**src/rtl/mole_game_ctrl.sv**
```systemverilog
// rtl/mole_game_ctrl.sv - whack-a-mole game controller: input sync, FSM, LFSR mole placement, scoring.
// Optional MOLE_MISS_PENALTY_EN: each miss decrements the score, saturating at 0.
module mole_game_ctrl #(
    parameter int MOLE_PERIOD = 100000000,
    parameter int SCORE_MAX   = 99
) (
    input  logic       clk,
    input  logic       reset,
    input  logic       start,
    input  logic [3:0] btn,
    input  logic [4:0] time_left,
    output logic       timer_rst,
    output logic [3:0] mole,
    output logic [6:0] score,
    output logic       game_over
);

    localparam int CW = $clog2(MOLE_PERIOD);
    localparam logic [CW-1:0] LAST = CW'(MOLE_PERIOD - 1);
    localparam logic [6:0]    SMAX = 7'(SCORE_MAX);

    typedef enum logic [1:0] {IDLE, PLAY, OVER} state_t;

    state_t        state_q, state_n;
    logic          start_s1, start_s2, start_d;
    logic [3:0]    btn_s1, btn_s2, btn_d;
    logic [7:0]    lfsr_q;
    logic [6:0]    score_q, score_n;
    logic [3:0]    mole_q, mole_n;
    logic [1:0]    idx_q, idx_n;
    logic [CW-1:0] cnt_q, cnt_n;
    logic          seen_q, seen_n;
    logic          restart_q, restart_n;

    logic          start_edge;
    logic [3:0]    btn_edge;
    logic [1:0]    cand_idx, new_idx;
    logic [3:0]    new_mole;
    logic          hit;

    assign start_edge = start_s2 & ~start_d;
    assign btn_edge   = btn_s2 & ~btn_d;

    // A relocated mole must always move, so a repeat of the current index is bumped by one.
    assign cand_idx = lfsr_q[1:0];
    assign new_idx  = (cand_idx == idx_q) ? cand_idx + 2'd1 : cand_idx;
    assign new_mole = 4'b0001 << new_idx;
    assign hit      = (btn_edge == mole_q);

    always_ff @(posedge clk or negedge reset) begin
        if (!reset) begin
            start_s1  <= 1'b0;
            start_s2  <= 1'b0;
            start_d   <= 1'b0;
            btn_s1    <= 4'b0;
            btn_s2    <= 4'b0;
            btn_d     <= 4'b0;
            lfsr_q    <= 8'hA5;
            state_q   <= IDLE;
            score_q   <= 7'd0;
            mole_q    <= 4'b0;
            idx_q     <= 2'd0;
            cnt_q     <= '0;
            seen_q    <= 1'b0;
            restart_q <= 1'b0;
        end else begin
            start_s1  <= start;
            start_s2  <= start_s1;
            start_d   <= start_s2;
            btn_s1    <= btn;
            btn_s2    <= btn_s1;
            btn_d     <= btn_s2;
            lfsr_q    <= {lfsr_q[6:0], lfsr_q[7] ^ lfsr_q[5] ^ lfsr_q[4] ^ lfsr_q[3]};
            state_q   <= state_n;
            score_q   <= score_n;
            mole_q    <= mole_n;
            idx_q     <= idx_n;
            cnt_q     <= cnt_n;
            seen_q    <= seen_n;
            restart_q <= restart_n;
        end
    end

    always_comb begin
        state_n   = state_q;
        score_n   = score_q;
        mole_n    = mole_q;
        idx_n     = idx_q;
        cnt_n     = cnt_q;
        seen_n    = seen_q;
        restart_n = 1'b0;
        case (state_q)
            IDLE, OVER: begin
                if (start_edge) begin
                    state_n = PLAY;
                    score_n = 7'd0;
                    seen_n  = 1'b0;
                    cnt_n   = '0;
                    mole_n  = new_mole;
                    idx_n   = new_idx;
                end
            end
            PLAY: begin
                if (start_edge) begin
                    score_n   = 7'd0;
                    seen_n    = 1'b0;
                    restart_n = 1'b1;
                    cnt_n     = '0;
                    mole_n    = new_mole;
                    idx_n     = new_idx;
                end else begin
                    if (time_left != 5'd0) seen_n = 1'b1;
                    if (hit) begin
                        if (score_q != SMAX) score_n = score_q + 7'd1;
                        cnt_n  = '0;
                        mole_n = new_mole;
                        idx_n  = new_idx;
                    end else if (cnt_q == LAST) begin
                        cnt_n  = '0;
                        mole_n = new_mole;
                        idx_n  = new_idx;
                    end else begin
                        cnt_n = cnt_q + CW'(1);
                    end
`ifdef MOLE_MISS_PENALTY_EN
                    if (btn_edge != 4'b0 && !hit && score_q != 7'd0)
                        score_n = score_q - 7'd1;
`endif
                    // A zero seen before any nonzero value is timer reload lag, not game end.
                    if (time_left == 5'd0 && seen_q) begin
                        state_n = OVER;
                        mole_n  = 4'b0;
                        cnt_n   = '0;
                    end
                end
            end
            default: state_n = IDLE;
        endcase
    end

    assign timer_rst = (state_q != PLAY) | restart_q;
    assign game_over = (state_q == OVER);
    assign mole      = mole_q;
    assign score     = score_q;

endmodule

```
**config.mk**
```make
export PLATFORM = sky130hd
export DESIGN_NAME = mole_game_ctrl
export DESIGN_NICKNAME = d
export VERILOG_FILES = /design/src/rtl/mole_game_ctrl.sv
export SDC_FILE = /design/constraint.sdc
export NUM_CORES = 1
export LEC_CHECK = 0
export BUFFER_PORTS_ARGS = -buffer_cell sky130_fd_sc_hd__buf_2
export CELL_PAD_IN_SITES_DETAIL_PLACEMENT = 0
export CELL_PAD_IN_SITES_GLOBAL_PLACEMENT = 1
export CORE_ASPECT_RATIO = 0.6
export CORE_MARGIN = 8
export CORE_UTILIZATION = 50
export CTS_CLUSTER_DIAMETER = 200
export DETAILED_ROUTE_END_ITERATION = 10
export PLACE_DENSITY = 0.93
export SLEW_MARGIN = 20
export SYNTH_ARGS = -nofsm -noshare
export SYNTH_HDL_FRONTEND = slang
export SYNTH_SLANG_ARGS = --single-unit
```
**constraint.sdc**
```tcl
create_clock -name clk -period 6.5 [get_ports clk]
set_clock_uncertainty 0.2 [all_clocks]
set_input_delay 1.3 -clock clk [delete_from_list [all_inputs] [get_ports clk]]
set_output_delay 1.3 -clock clk [all_outputs]
set_load 0.01 [all_outputs]
```
==> metrics.csv <==
stage,metric,value,unit
outcome,outcome,"finished, final reports clean",
worst_setup_path,reg2reg start,cnt_q[2],
worst_setup_path,Worst Reg2Reg Path Length in Cells,5,
pwr,leakage,1.50,nW
min_path,Worst Hold Launch,btn_s1[1],
finish,Total Nets Final,363,
placed_design,Port Buffers,24,
route,via count,2611,
placed_design,hpwl dp,5160,um
floorplanning,die width,120,um
route,number of vias per cell,5.96,
floorplanning,row cnt,22,
finish,antenna cell count,0,
finish,synth-to-layout area growth,11.4,%
worst_setup_path,"Arr. time, crit path",3.51,ns
clocking,total CTS buffers,9,
logic_synthesis,Post-Synthesis Net Count,338,
route,DRT Pass-1 Iters,4,
pwr,clock power share,28.9,%
worst_setup_path,crit-path max FO,26,
route,drt total wl,7660,um
global_route,largest net degree at the start of global routing,68,
clocking,Worst-path clk slew,0.08,ns
floorplanning,Initial Util,52.6,%
route,routed wire length per instance,17.5,um
worst_setup_path,CP Class,in2reg,
floorplanning,die height,78.5,um
logic_synthesis,Cells after Synth,324,
finish,layout cells sized above 1,18.1,%
timing,Tcrit/Tclk final,54.0,%
logic_synthesis,synthesized cell area,0.00326,mm^2
placed_design,Post-DP Area,0.00345,mm^2
logic_synthesis,post-synthesis sequential area ratio,51.6,%
pwr,Reg power frac,43.1,%
timing,RSZ-0062 raised after global routing,false,
worst_setup_path,Startpoint Class,input pin,
route,post-route ant nets,0,
timing,Final Hold Fails,0,
pwr,peak supply drop,243,uV
timing,relative slew slack,34.3,%
global_route,initial antenna violation count,0,
floorplanning,Die ar.,0.00944,mm^2
logic_synthesis,largest area contributor in the netlist,dfrtp_1,
clocking,CTS H-tree depth,3,
logic_synthesis,Area contributors post-synth,"dfrtp_1 48%, nand4_1 3.8%, nand2_1 3.8%",
timing,final setup fails,0,
floorplanning,Core Area,0.00619,mm^2
logic_synthesis,Yosys top cell area share,48.4,%
global_route,first-pass GRT wire length,12900,um
worst_setup_path,CP max stage delay,0.74,ns
worst_setup_path,crit-path leading delay family,compound AO/OA/AOI/OAI gates,
worst_setup_path,"Slowest-stage cell, CP",a31oi_1,
global_route,Tot GR Track Use,17.5,%
clocking,clk root buf,clkbuf_8,
worst_setup_path,Crit. End Element,flip-flop,
placed_design,routability congestion estimate,0.883,
clocking,Resized Gates After CTS,0,
timing,fmax,285,MHz
timing,Worst-Margin Slew,0.981,ns
timing,final slew viol count,0,
pwr,Net Sw Frac,37.8,%
min_path,Min-Delay Endpoint,btn_s2[1],
global_route,number of global-route vias before repair,2545,
logic_synthesis,top-count cell post-synth,dfrtp_1,
logic_synthesis,Yosys Warn Count,0,
timing,Final min period,3.51,ns
clocking,clk buf depth,2,
pwr,PD cells,314,mW/mm^2
logic_synthesis,Netlist cell types,52,
logic_synthesis,ys flop type,dfrtp_1,
worst_setup_path,Buffers & Inverters on Critical Path,2,
clocking,worst skew pair latency,0.37,ns
worst_setup_path,worst reg-to-reg setup slack,3.43,ns
clocking,hold-fix buffers at CTS,0,
pwr,internal power,0.000709,W
route,violation count after the first detailed-route iteration,235,
logic_synthesis,"Avg Cell Area, Syn",10.1,um^2
logic_synthesis,number of synthesized flops with an enable pin,0,
route,Residual DRC,0,
min_path,Hold Path Class,reg2reg,
logic_synthesis,top post-synthesis cells by count,"63 x dfrtp_1, 33 x nand2_1, 27 x nor2_1, 20 x nand4_1, 15 x inv_1",
logic_synthesis,Seq cells post-synth,67,
global_route,gr ovfl total,0,
worst_setup_path,Worst Path Required,6.50,ns
finish,post-route cell area,0.00363,mm^2
clocking,setup bufs post-CTS,0,
timing,final setup TNS,0,ns
logic_synthesis,Synth async-reset ratio,100,%
clocking,Sink Count,67,
worst_setup_path,worst path cell trace,"buf_2, or4_1, or3_1, buf_4, a31oi_1, o32ai_1",
clocking,CTS tree,yes,
min_path,hold path depth,0,
worst_setup_path,Critical R2R Capture,mole[0],
pwr,Comb power frac,28.0,%
floorplanning,number of placed I/O pins,25,
run,max-cap violations,0,
pwr,switching pwr,0.000431,W
==> power by group through the flow <==
stage,Sequential [W],Combinational [W],Clock [W]
floorplan,0.000497,0.000228,0
global placement,0.000497,0.000307,0
detailed placement,0.000499,0.000316,0
CTS,0.000492,0.000318,0.000337
global route,0.000497,0.000355,0.000354
finish,0.000492,0.000319,0.000329
==> stage by stage <==
stage | cells | hold WS [ns] | total power [W] | utilization [%] | setup WS, ns
after CTS | 438 | 0.154 | 0.00115 | 58.6 | 2.99
after global routing | 438 | 0.162 | 0.00121 | 58.6 | 2.78
after detailed placement | 422 | 0.135 | 0.000816 | 55.7 | 2.61
after global placement | 422 | 0.132 | 0.000805 | 55.7 | 2.76
final | 438 | 0.152 | 0.00114 | 58.6 | 2.99
after floorplan | 324 | 0.131 | 0.000725 | - | 3.34
==> cells by family after synthesis <==
family / Yosys count / synth area share [%]
AO/OA/AOI/OAI: 61 / 13.4
buffers and inverters: 28 / 3.53
XOR/XNOR: 16 / 4.30
multiplexers: 7 / 2.27
AND/OR/NAND/NOR: 143 / 24.1
flip-flops: 67 / 51.6
adder cells (fa/ha/maj): 2 / 0.768
==> state kept, by name, summed over array words and instances (netlist names) <==
| register | count |
|---|---|
| cnt_q | 27 |
| lfsr_q | 8 |
| score | 7 |
| btn_d | 4 |
| btn_s1 | 4 |
| btn_s2 | 4 |
| mole | 4 |
| idx_q | 2 |
| state_q | 2 |
| restart_q | 1 |
| seen_q | 1 |
| start_d | 1 |
| start_s1 | 1 |
| start_s2 | 1 |
==> worst reg2reg max path: stages (launching register included) <==
cell and delay (ns):
dfrtp_1 0.45, nand4_1 0.34, nor4_2 0.54, nand2_2 0.33, a31oi_1 0.83, o32ai_1 0.22
==> cells in the final DEF (no fill, tap or decap), types with 7 or more instances in the layout <==
cell type	instances
nand4_1	20
nor2b_1	7
nand3_1	13
a21oi_1	11
buf_2	24
dfrtp_1	63
xor2_1	7
xnor2_1	9
o21ai_0	13
nand2_1	33
nor2_1	27
inv_1	15
clkbuf_8	9
or3_1	9
==> worst max path at each step <==
| stage | from | slack, ns | cells past startpoint | end |
|---|---|---|---|---|
| 2_1_floorplan | time_left[0] | 3.34 | 6 | cnt_q[10] |
| 3_3_place_gp | time_left[0] | 2.76 | 6 | mole[0] |
| 3_5_place_dp | time_left[0] | 2.61 | 6 | mole[0] |
| 4_1_cts | time_left[0] | 2.99 | 6 | mole[0] |
| 5_1_grt | time_left[0] | 2.78 | 6 | mole[0] |
| 6_report | time_left[0] | 2.99 | 6 | mole[0] |
==> metal layers <==
layer	GRT usage, %	share of wire, %	vias to the layer above	wire (um)
li1	-	-	1223	-
met1	24.9	49	1286	3760
met2	24.0	42	94	3240
met3	6.21	7.6	8	581
met4	5.45	1.0	0	78
met5	0	0	-	0
==> layout make-up <==
type                    instances  area, um^2
clock buffers                   9         124
clock inverters                 7        60.1
fillers                       539        2560
inverters                      15        56.3
multi-input cells             229        1460
flip-flops and latches         67        1680
well taps                      84         105
repair buffers                 27         143
Note: power is estimated with default switching activity, not from simulation.
